[src/rtl/env_step_unit.sv]
// Grid-world environment step: turns (current_location, action) into the next cell, a reward
// and episode flags, with a three-state IDLE/CALC/OUT handshake and a per-episode step counter.
module env_step_unit #(
    parameter int unsigned                   DATA_LENGTH   = 6,
    parameter int unsigned                   GRID_WIDTH    = 8,
    parameter int unsigned                   GRID_HEIGHT   = 8,
    parameter int unsigned                   GOAL_LOCATION = 63,
    parameter logic [2**DATA_LENGTH-1:0]     WALL_MAP      = '0,
    parameter int unsigned                   MAX_STEPS     = 255,
    parameter int unsigned                   STEP_WIDTH    = 8,
    parameter int unsigned                   REWARD_WIDTH  = 8,
    parameter int                            GOAL_REWARD   = 100,
    parameter int                            STEP_REWARD   = -1,
    parameter int                            WALL_REWARD   = -5
) (
    input  logic                           clk,
    input  logic                           reset,
    input  logic                           in_valid,
    output logic                           in_ready,
    input  logic [DATA_LENGTH-1:0]         current_location,
    input  logic [1:0]                     action,
    input  logic                           episode_start,
    output logic                           out_valid,
    input  logic                           out_ready,
    output logic [DATA_LENGTH-1:0]         next_location,
    output logic signed [REWARD_WIDTH-1:0] reward,
    output logic                           done,
    output logic                           truncated,
    output logic [STEP_WIDTH-1:0]          step_count
);

    localparam int unsigned NUM_CELLS = GRID_WIDTH * GRID_HEIGHT;

    localparam logic [DATA_LENGTH-1:0]   GW       = DATA_LENGTH'(GRID_WIDTH);
    localparam logic [DATA_LENGTH-1:0]   COL_LAST = DATA_LENGTH'(GRID_WIDTH - 1);
    localparam logic [DATA_LENGTH-1:0]   ROW_LAST = DATA_LENGTH'(GRID_HEIGHT - 1);
    localparam logic [DATA_LENGTH-1:0]   GOAL     = DATA_LENGTH'(GOAL_LOCATION);
    localparam logic [DATA_LENGTH:0]     CELLS_W  = (DATA_LENGTH + 1)'(NUM_CELLS);
    localparam logic [STEP_WIDTH:0]      MAX_W    = (STEP_WIDTH + 1)'(MAX_STEPS);

    localparam logic signed [REWARD_WIDTH-1:0] R_GOAL = REWARD_WIDTH'(GOAL_REWARD);
    localparam logic signed [REWARD_WIDTH-1:0] R_STEP = REWARD_WIDTH'(STEP_REWARD);
    localparam logic signed [REWARD_WIDTH-1:0] R_WALL = REWARD_WIDTH'(WALL_REWARD);

    typedef enum logic [1:0] {StIdle, StCalc, StOut} state_e;

    state_e                          state_q, state_d;
    logic [DATA_LENGTH-1:0]          loc_q, loc_d;
    logic [1:0]                      act_q, act_d;
    logic [DATA_LENGTH-1:0]          next_loc_q, next_loc_d;
    logic signed [REWARD_WIDTH-1:0]  reward_q, reward_d;
    logic                            done_q, done_d;
    logic                            trunc_q, trunc_d;
    logic [STEP_WIDTH-1:0]           step_q, step_d;
    logic                            in_ready_q, in_ready_d;
    logic                            out_valid_q, out_valid_d;

    logic [DATA_LENGTH-1:0] row, col, target, move_next;
    logic                   blocked;

    // Move evaluation on the captured request; divisions are by constants.
    always_comb begin
        row     = loc_q / GW;
        col     = loc_q % GW;
        target  = loc_q;
        blocked = 1'b0;
        unique case (act_q)
            2'd0: begin blocked = (row == '0);      target = loc_q - GW;   end
            2'd1: begin blocked = (col == COL_LAST); target = loc_q + 1'b1; end
            2'd2: begin blocked = (row == ROW_LAST); target = loc_q + GW;   end
            2'd3: begin blocked = (col == '0);      target = loc_q - 1'b1; end
        endcase
        if (WALL_MAP[target]) blocked = 1'b1;
        if ({1'b0, loc_q} >= CELLS_W) blocked = 1'b1;
        move_next = blocked ? loc_q : target;
    end

    always_comb begin
        state_d     = state_q;
        loc_d       = loc_q;
        act_d       = act_q;
        next_loc_d  = next_loc_q;
        reward_d    = reward_q;
        done_d      = done_q;
        trunc_d     = trunc_q;
        step_d      = step_q;
        in_ready_d  = in_ready_q;
        out_valid_d = out_valid_q;

        case (state_q)
            StIdle: begin
                if (in_valid) begin
                    loc_d      = current_location;
                    act_d      = action;
                    in_ready_d = 1'b0;
                    state_d    = StCalc;
                end
            end
            StCalc: begin
                next_loc_d  = move_next;
                if (blocked)             reward_d = R_WALL;
                else if (target == GOAL) reward_d = R_GOAL;
                else                     reward_d = R_STEP;
                done_d      = (move_next == GOAL);
                trunc_d     = (move_next != GOAL) && (({1'b0, step_q} + 1'b1) == MAX_W);
                out_valid_d = 1'b1;
                state_d     = StOut;
            end
            StOut: begin
                if (out_ready) begin
                    step_d      = (done_q || trunc_q) ? '0 : step_q + 1'b1;
                    out_valid_d = 1'b0;
                    in_ready_d  = 1'b1;
                    state_d     = StIdle;
                end
            end
            default: begin
                out_valid_d = 1'b0;
                in_ready_d  = 1'b1;
                state_d     = StIdle;
            end
        endcase

        // A new episode always wins over the acceptance update.
        if (episode_start) step_d = '0;
    end

    always_ff @(posedge clk) begin
        if (!reset) begin
            state_q     <= StIdle;
            loc_q       <= '0;
            act_q       <= '0;
            next_loc_q  <= '0;
            reward_q    <= '0;
            done_q      <= 1'b0;
            trunc_q     <= 1'b0;
            step_q      <= '0;
            in_ready_q  <= 1'b1;
            out_valid_q <= 1'b0;
        end else begin
            state_q     <= state_d;
            loc_q       <= loc_d;
            act_q       <= act_d;
            next_loc_q  <= next_loc_d;
            reward_q    <= reward_d;
            done_q      <= done_d;
            trunc_q     <= trunc_d;
            step_q      <= step_d;
            in_ready_q  <= in_ready_d;
            out_valid_q <= out_valid_d;
        end
    end

    assign in_ready      = in_ready_q;
    assign out_valid     = out_valid_q;
    assign next_location = next_loc_q;
    assign reward        = reward_q;
    assign done          = done_q;
    assign truncated     = trunc_q;
    assign step_count    = step_q;

endmodule

[config.mk]
export PLATFORM = sky130hd
export DESIGN_NAME = env_step_unit
export DESIGN_NICKNAME = d
export VERILOG_FILES = /design/src/rtl/env_step_unit.sv
export SDC_FILE = /design/constraint.sdc
export NUM_CORES = 1
export LEC_CHECK = 0
export BUFFER_PORTS_ARGS = -buffer_cell sky130_fd_sc_hd__buf_2
export CORE_MARGIN = 8
export CORE_UTILIZATION = 30
export CTS_BUF_LIST = sky130_fd_sc_hd__clkbuf_16
export CTS_CLUSTER_SIZE = 16
export DETAILED_ROUTE_END_ITERATION = 12
export HOLD_SLACK_MARGIN = 0.15
export SLEW_MARGIN = 20
export SYNTH_ARGS = -nofsm -noshare
export SYNTH_HDL_FRONTEND = slang
export SYNTH_SLANG_ARGS = --single-unit
[constraint.sdc]
create_clock -name clk -period 3.7 [get_ports clk]
set_clock_uncertainty 0.1 [all_clocks]
set_input_delay 0.37 -clock clk [delete_from_list [all_inputs] [get_ports clk]]
set_output_delay 0.37 -clock clk [all_outputs]
set_load 0.05 [all_outputs]
After elaboration in Yosys (flattened, before gate mapping)
Memory sizes are Yosys's and may differ from the RTL's.
Cells that the tools add are included.
W data, S select, Z words.
- add/sub/neg operators: 6
- $mul: 0
- divide/modulo/power cells: 0
- order comparisons: 1
- equal/unequal tests: 13
- shift-type cells: 0
- mux-type cells: 16
- bitwise operators: 3
- reduce and logical (&&, ||, !) cells: 12
- operator list (operator ; number):
    $mux W8 ; 3
    $pmux W6 S4 ; 1
    $eq A6 B6 Y1 const B ; 2
    $logic_not A6 Y1 ; 2
    $add A8 B1 Y9 const B ; 1
    $eq A9 B8 Y1 const B ; 1
    $add A8 B1 Y8 const B ; 1
    $reduce_and A2 Y1 ; 4
    $lt A6 B7 Y1 const B ; 1
    $add A6 B1 Y6 const B ; 1
    $add A6 B4 Y6 const B ; 1
    $eq A2 B2 Y1 const B ; 3
    $eq A3 B3 Y1 const B ; 2
    $mux W6 ; 1
    $ne A6 B6 Y1 const B ; 1
    $pmux W1 S3 ; 2
    $pmux W2 S3 ; 1
    $sub A6 B1 Y6 const B ; 1
    $sub A6 B4 Y6 const B ; 1
    $mux W1 ; 5
    $eq A2 B1 Y1 const B ; 2
    $logic_not A2 Y1 ; 2
    $mux W2 ; 2
    $ne A2 B2 Y1 const B ; 2
    other kinds (6) ; 8
- flip-flop bits (word level): 36
- bits in latches: 0
- bits in writable memories: 0
- ROM bits: 64
- bits of input ports: 13
- output and inout bits: 26
- logic and storage cells: 62
- memories: 1
- memory list (memory ; depth ; bits a word ; read ports ; clocked after memory_dff ; wr ports ; line ; source):
    (no name shown) ; 64 ; 1 ; 1 ; 0 ; 0 ; 73 ; if (WALL_MAP[target]) blocked = 1'b1;

Depth between registers and ports, before layout
Gate-level depths: netlist (run 1).
- depth after elaboration: 8
- depth in mapped cells: 11

Worst setup path after synthesis (run 1)
No wires, ideal clock.
- path kind: reg2reg
- from: reg act_q[0]
- to: reg trunc_q (netlist: truncated)
- data arrival time: 2.511 ns
- data required time: 3.486 ns
- setup slack: 0.975 ns
- stages on the path, launching flop included: 12
- path buffers: 2
- cells stage by stage: dfxtp_1 > ha_1 > buf_6 > buf_2 > xor2_1 > ha_1 > a21o_1 > a22oi_1 > o211ai_2 > or4b_1 > a41o_1 > a21o_1
- cells in the longest elaborated chain, start to end: 8
- elaborated cells between the ends (all ways): 12
- those cells by class: eq/ne: 4; mux: 5; reduce/logical: 2; memory: 1
- RTL lines (item ; line ; source):
    start: declaration ; 49 ; logic [1:0] act_q, act_d;
    start signal: assignment ; 143 ; act_q <= act_d;
    $eq A2 B2 Y1 (tied with other cells) ; 67 ; unique case (act_q)
    $pmux W6 S4 ; 67 ;
    $mem_v2 Z64 W1 ; - ;
    $mux W1 (not written as such) ; 73 ;
    $mux W1 ; 73 ;
    $mux W6 (*) ; 75 ; move_next = blocked ? loc_q : target;
    $ne A6 B6 Y1 (*) ; 105 ; trunc_d = (move_next != GOAL) && (({1'b0, step_q} + 1'b1) == MAX_W);
    $logic_and A1 B1 Y1 (*) ; 105 ;
    end signal: assignment ; 147 ; trunc_q <= trunc_d;
    end: declaration ; 53 ; logic trunc_q, trunc_d;
Every way passes the cells marked *; elsewhere a longest branch is shown, timed or not. The select of a mux whose other input is x is not followed.
A chain may end at the register's enable or synchronous reset.

Worst setup path after layout (run 1)
- from: reg act_q[0]
- to: reg done_q (netlist: done)
- cells in the longest elaborated chain, start to end: 7
- elaborated cells between the ends (all ways): 11
- those cells by class: eq/ne: 4; mux: 5; reduce/logical: 1; memory: 1
- RTL lines (item ; line ; source):
    $eq A2 B2 Y1 (tied with other cells) ; 67 ;
    $pmux W6 S4 ; 67 ;
    $mem_v2 Z64 W1 ; - ;
    $mux W1 (not written as such) ; 73 ;
    $mux W1 ; 73 ;
    $mux W6 (*) ; 75 ;
    $eq A6 B6 Y1 (*) ; 104 ; done_d = (move_next == GOAL);
    end signal: assignment ; 146 ; done_q <= done_d;
    end: declaration ; 52 ; logic done_q, done_d;
Marks and branches as above.

==> results of run 1 <==
==> state kept, by name (all words and copies together), names as in the netlist, 2 cells and up <==
| signal | flops |
|---|---|
| act_q | 2 |
| loc_q | 6 |
| next_location | 6 |
| reward | 3 |
| state_q | 2 |
| step_count | 8 |
==> how the worst max path moves through the flow <==
stage / from / endpoint / slack [ps] / depth (start not counted)
3_5_place_dp: act_q[0] / done / 660 / 9
3_3_place_gp: act_q[0] / done / 730 / 9
4_1_cts: act_q[0] / done / 670 / 9
5_1_grt: act_q[0] / done / 400 / 9
6_report: act_q[0] / done / 650 / 9
2_1_floorplan: act_q[0] / truncated / 980 / 11
==> layout make-up <==
cell class	count	area [um^2]	area share, %
multi-input combinational	196	1330	54.5
sequential	31	621	25.4
timing repair buffer	39	198	8.09
clock buffer	5	125	5.12
tap	96	120	4.92
inverter	9	33.8	1.38
clock inverter	3	15.0	0.615
==> cell families after synthesis <==
group                    count (synthesis)  synth area share, %
AO/OA/AOI/OAI                           65                 21.7
XOR/XNOR                                10                 4.12
adder cells (fa/ha/maj)                 10                 6.24
buffers and inverters                   30                 8.53
flip-flops                              31                 29.2
multiplexers                             9                 4.24
AND/OR/NAND/NOR                        102                 26.0
==> per-stage QoR <==
stage | setup WS, ps | hold slack (ps)
after floorplan | 975 | 409
after global placement | 729 | 338
after detailed placement | 661 | 351
after CTS | 671 | 212
after global routing | 403 | 231
final | 649 | 214
==> Yosys cell counts, types with 5 or more instances <==
cell type	n
xnor2_1	8
nor2_1	39
mux2i_1	9
buf_6	5
dfxtp_1	31
ha_1	9
buf_4	5
nand3_1	7
nand3b_1	7
nor2b_1	5
nand2_1	8
o21ai_0	15
a21oi_1	19
clkbuf_1	6
inv_1	8
==> power breakdown <==
part,switching [mW],internal (mW),total [mW]
Clock,0.148,0.244,0.392
Combinational,0.133,0.0731,0.206
Sequential,0.0240,0.351,0.375
Total,0.305,0.668,0.973
==> layer usage <==
metal  wire length (um)  vias up  global-route usage [%]  share of wire, %
met1               2770      859                    15.2                52
met5                  0        -                       0                 0
met4                106        0                    5.93               2.0
li1                   -      969                       -                 -
met2               2220       41                    15.0                42
met3                190        5                    2.01               3.6
==> worst min-delay path: cells and delay by family <==
| family | cells | cell delay (ps) |
|---|---|---|
| and+or+nand+nor | 1 | 70 |
| AOI/OAI and AO/OA | 1 | 50 |
| buffers and inverters | 1 | 70 |
==> results.sh, run 1 <==
export IMPL_period_share_pct=82.5
export IMPL_portBuffers=38
export IMPL_cp_cell_sequence="ha_1, xor2_1, ha_1, o21ai_0, a221o_1, mux2i_1, o22ai_1, o311ai_1, o41ai_2"
export IMPL_fp_dieArea_mm2=0.0100
export IMPL_start_util_pct=31.1
export IMPL_fmax_ghz=0.328
export IMPL_vdd_drop_max_v=0.000316
export IMPL_cp_data_arrival_time_ps=3140
export IMPL_synth_edf_count=0
export IMPL_rrSetupSlack_ps=650
export IMPL_clk_pin_slew_ps=50
export IMPL_antenna_cells=0
export IMPL_synth_cell_types=60
export IMPL_postPlaceCellArea_mm2=0.00230
export IMPL_layout_common_cells="nor2_1 (39), buf_2 (38), dfxtp_1 (31)"
export IMPL_async_flop_share_pct=0
export IMPL_worstReg2RegEnd="done"
export IMPL_hpwlAfterDp_um=3930
export IMPL_drive_above_1_share_pct=21.9
export IMPL_min_from="action[1]"
export IMPL_firstDrtPassIters=4
export IMPL_clockRootBuffer="clkbuf_16"
export IMPL_detail_route_antenna_nets=0
export IMPL_netlist_area_mm2=0.00213
export IMPL_grt_overflow_total=0
export IMPL_ys_top_cells_by_area="dfxtp_1 (29%), nor2_1 (6.9%), ha_1 (5.3%)"
export IMPL_hold_buffers=0
export IMPL_dr_total_vias=1874
export IMPL_setup_worst_path_start_class="flop"
export IMPL_wirelength_um=5280
export IMPL_grt_max_degree=19
export IMPL_syn_avg_cell_area_um2=8.28
export IMPL_rsz0062_at_grt="no"
export IMPL_io_pins=39
export IMPL_synth_nets=280
export IMPL_cts_buffer_depth=2
export IMPL_placed_cells_incl_taps=371
export IMPL_ys_seq_area_share_pct=29.2
export IMPL_r2r_start="act_q[0]"
export IMPL_final_core_util_pct=35.8
export IMPL_worstHoldPathType="input port to flop"
export IMPL_ctsResizeCount=0
export IMPL_r2r_cells=9
export IMPL_cp_top_family="compound AO/OA/AOI/OAI gates"
export IMPL_drcViolationCount=0
export IMPL_cp_max_fo=18
export IMPL_cts_htree_levels=2
export IMPL_fp_dieW_um=100
export IMPL_grt_antenna_before_repair=0
export IMPL_synthCells=257
export IMPL_crit_slowest_cell="ha_1"
export IMPL_nFillCells=734
export IMPL_worst_setup_path_type="flop to flop"
export IMPL_viasPerCell=4.94
export IMPL_p_total_mw=0.973
export IMPL_status="complete, no violations"
export IMPL_instances_no_fill=379
export IMPL_numCtsBuffers=5
export IMPL_setup_viol=0
export IMPL_rows=30
export IMPL_wire_per_inst_um=13.9
export IMPL_leakage_nw=0.977
export IMPL_synth_top_cell_area_share_pct=29.2
export IMPL_min_to="act_q[1]"
export IMPL_setup_tns_ps=0
export IMPL_tightest_slew_ps=931
export IMPL_layout_nets=305
export IMPL_crit_buf_inv=0
export IMPL_ys_warn_count=0
export IMPL_max_stage_delay_ps=530
export IMPL_synth_seq_cells=31
export IMPL_grt_pass1_wl_um=8810
export IMPL_ys_flop_type="dfxtp_1"
export IMPL_slew_headroom_pct=37.6
export IMPL_first_iter_violations=231
export IMPL_crit_top_cell="ha_1"
export IMPL_synth_top_area_cell="dfxtp_1"
export IMPL_insertion_delay_ps=280
export IMPL_final_common_cell="nor2_1"
export IMPL_track_usage_pct=10.8
export IMPL_power_density_mw_per_mm2=398
export IMPL_hold_viol=0
export IMPL_period_needed_ps=3050
export IMPL_area_growth_synth_to_final_pct=14.8
export IMPL_grt_pass1_vias=1749
export IMPL_gp_congestion=0.870
export IMPL_cts_setup_buffers=0
export IMPL_die_h_um=100
export IMPL_core_area_mm2=0.00683
export IMPL_cts_tree="built"
export IMPL_cap_violations=0
export IMPL_slew_viol_final=0
export IMPL_design_area_mm2=0.00244
export IMPL_end_kind="flop"
export IMPL_clock_sinks=31
export IMPL_worst_ep_required_time_ps=3780
export IMPL_whs_path_depth=3
(Power assumes the default switching activity.)
==> run 2, diff against run 1 <==
Clock period 3.7 ns to 2.95 ns, I/O delays scaled along.
==> run 2 against run 1 <==
Against the previous run: routed wire length up 2.7%; core utilization increased by 2.2 points; global-route usage rose by 0.39 points; first-iteration DRC count down 0.43%; via count rose by 4.7%; setup slack got worse by 440 ps; cell count rose by 3.2%; count of clock-buffer cells in the layout unchanged; worst hold slack got worse by 61 ps; die area unchanged.
==> results.sh, run 2 (synthesized netlist as in run 1, its figures left out) <==
export IMPL_min_from="current_location[2]"
export IMPL_fp_dieW_um=100
export IMPL_cp_data_arrival_time_ps=2820
export IMPL_tightest_slew_ps=525
export IMPL_start_util_pct=31.1
export IMPL_hpwlAfterDp_um=4040
export IMPL_setup_viol=0
export IMPL_rrSetupSlack_ps=210
export IMPL_fmax_ghz=0.365
export IMPL_layout_common_cells="nor2_1 (39), buf_2 (38), dfxtp_1 (31)"
export IMPL_clockRootBuffer="clkbuf_16"
export IMPL_area_growth_synth_to_final_pct=21.9
export IMPL_worst_setup_path_type="flop to flop"
export IMPL_wire_per_inst_um=13.9
export IMPL_whs_path_depth=3
export IMPL_multiInputGateArea_mm2=0.00135
export IMPL_worst_ep_required_time_ps=3030
export IMPL_crit_buf_inv=1
export IMPL_slew_headroom_pct=64.8
export IMPL_cp_max_fo=11
export IMPL_cap_violations=0
export IMPL_core_area_mm2=0.00683
export IMPL_period_share_pct=93.0
export IMPL_track_usage_pct=11.2
export IMPL_vdd_drop_max_v=0.000227
export IMPL_slew_viol_final=0
export IMPL_detail_route_antenna_nets=0
export IMPL_r2r_cells=8
export IMPL_grt_overflow_total=0
export IMPL_portBuffers=38
export IMPL_setup_tns_ps=0
export IMPL_viasPerCell=5.02
export IMPL_worstHoldPathType="input port to flop"
export IMPL_nFillCells=733
export IMPL_antenna_cells=0
export IMPL_min_to="loc_q[2]"
export IMPL_cts_buffer_depth=2
export IMPL_dr_total_vias=1962
export IMPL_grt_antenna_before_repair=0
export IMPL_clock_sinks=31
export IMPL_hold_viol=0
export IMPL_end_kind="flop"
export IMPL_final_common_cell="nor2_1"
export IMPL_cp_top_family="simple AND/OR/NAND/NOR gates"
export IMPL_holdWs_ps=154
export IMPL_status="complete, no violations"
export IMPL_die_h_um=100
export IMPL_crit_slowest_cell="or4b_1"
export IMPL_gp_congestion=0.926
export IMPL_max_stage_delay_ps=540
export IMPL_r2r_start="act_q[0]"
export IMPL_cts_htree_levels=2
export IMPL_cp_cell_sequence="inv_1, ha_1, nor4b_1, o21bai_4, or2_4, or4b_1, and3_1, o41ai_2"
export IMPL_largest_reg_flops=8
export IMPL_setup_worst_path_start_class="flop"
export IMPL_wirelength_um=5430
export IMPL_register_area_um2=621
export IMPL_rows=30
export IMPL_drive_above_1_share_pct=24.4
export IMPL_leakage_nw=1.05
export IMPL_layout_nets=318
export IMPL_final_core_util_pct=37.9
export IMPL_period_needed_ps=2740
export IMPL_firstDrtPassIters=5
export IMPL_drcViolationCount=0
export IMPL_worstReg2RegEnd="done"
export IMPL_fp_dieArea_mm2=0.0100
export IMPL_clk_pin_slew_ps=50
export IMPL_grt_max_degree=19
export IMPL_grt_pass1_wl_um=9260
export IMPL_rsz0062_at_grt="no"
export IMPL_first_iter_violations=230
export IMPL_cts_setup_buffers=0
export IMPL_grt_pass1_vias=1906
export IMPL_insertion_delay_ps=270
export IMPL_cts_tree="built"
export IMPL_numCtsBuffers=5
export IMPL_power_density_mw_per_mm2=510
export IMPL_io_pins=39
==> run 2: cell types whose count changed in the layout (fill, tap and decap cells not counted), sizes merged <==
| cell | change |
|---|---|
| clkinvlp | -1 |
| buf | +8 |
| dlygate4sd3 | +5 |
| bufinv | +1 |
| clkinv | -2 |
| inv | +1 |
==> run 2: where the power goes <==
group / switching, mW / internal, mW
Combinational: 0.188 / 0.106
Clock: 0.180 / 0.390
Sequential: 0.0182 / 0.440
Total: 0.386 / 0.936
==> run 2: worst register-to-register path, delay by kind of cell, from the launching register on <==
family | cells | cell delay, ps
compound gates | 2 | 410
simple gates | 4 | 1250
fa+ha+maj | 1 | 330
flops | 1 | 410
buf+inv | 1 | 150
==> run 2: routing by layer <==
| layer | wire length [um] | vias to the layer above | global-route usage [%] |
|---|---|---|---|
| met1 | 2650 | 884 | 15.5 |
| met5 | 0 | - | 0 |
| met3 | 374 | 9 | 2.21 |
| met2 | 2300 | 73 | 16.2 |
| met4 | 103 | 0 | 5.47 |
| li1 | - | 996 | - |
==> run 2: final cells by class <==
type	instances	share of cell area, %
clock buffer	5	4.83
timing repair buffer	52	11.9
tap	96	4.63
sequential	31	23.9
clock inverter	2	1.30
inverter	9	1.30
multi-input combinational	196	52.1
==> run 2: per-stage QoR <==
stage / cell area [um^2] / total power, mW / instances / worst slack, ps
after global placement: 2360 / 0.745 / 379 / 283
after detailed placement: 2360 / 0.748 / 379 / 179
final: 2590 / 1.32 / 391 / 208
after global routing: 2590 / 1.37 / 391 / 54.4
after CTS: 2570 / 1.33 / 391 / 158
after floorplan: 2130 / 0.694 / 257 / 225
==> run 2: how the worst max path moves through the flow <==
stage / startpoint / to / cells after the start
finish: act_q[0] / done / 8
CTS: act_q[0] / done / 9
global route: act_q[0] / done / 9
floorplan: act_q[0] / truncated / 11
detailed placement: act_q[0] / done / 9
global placement: act_q[0] / done / 9
==> run 2: repair_timing <==
action / 4_1_cts / 5_1_grt
hold endpoints to repair: 5 / 0
hold buffers: 5 / 0
gates resized for setup: 0 / 3
endpoints found under the setup margin: 0 / 2
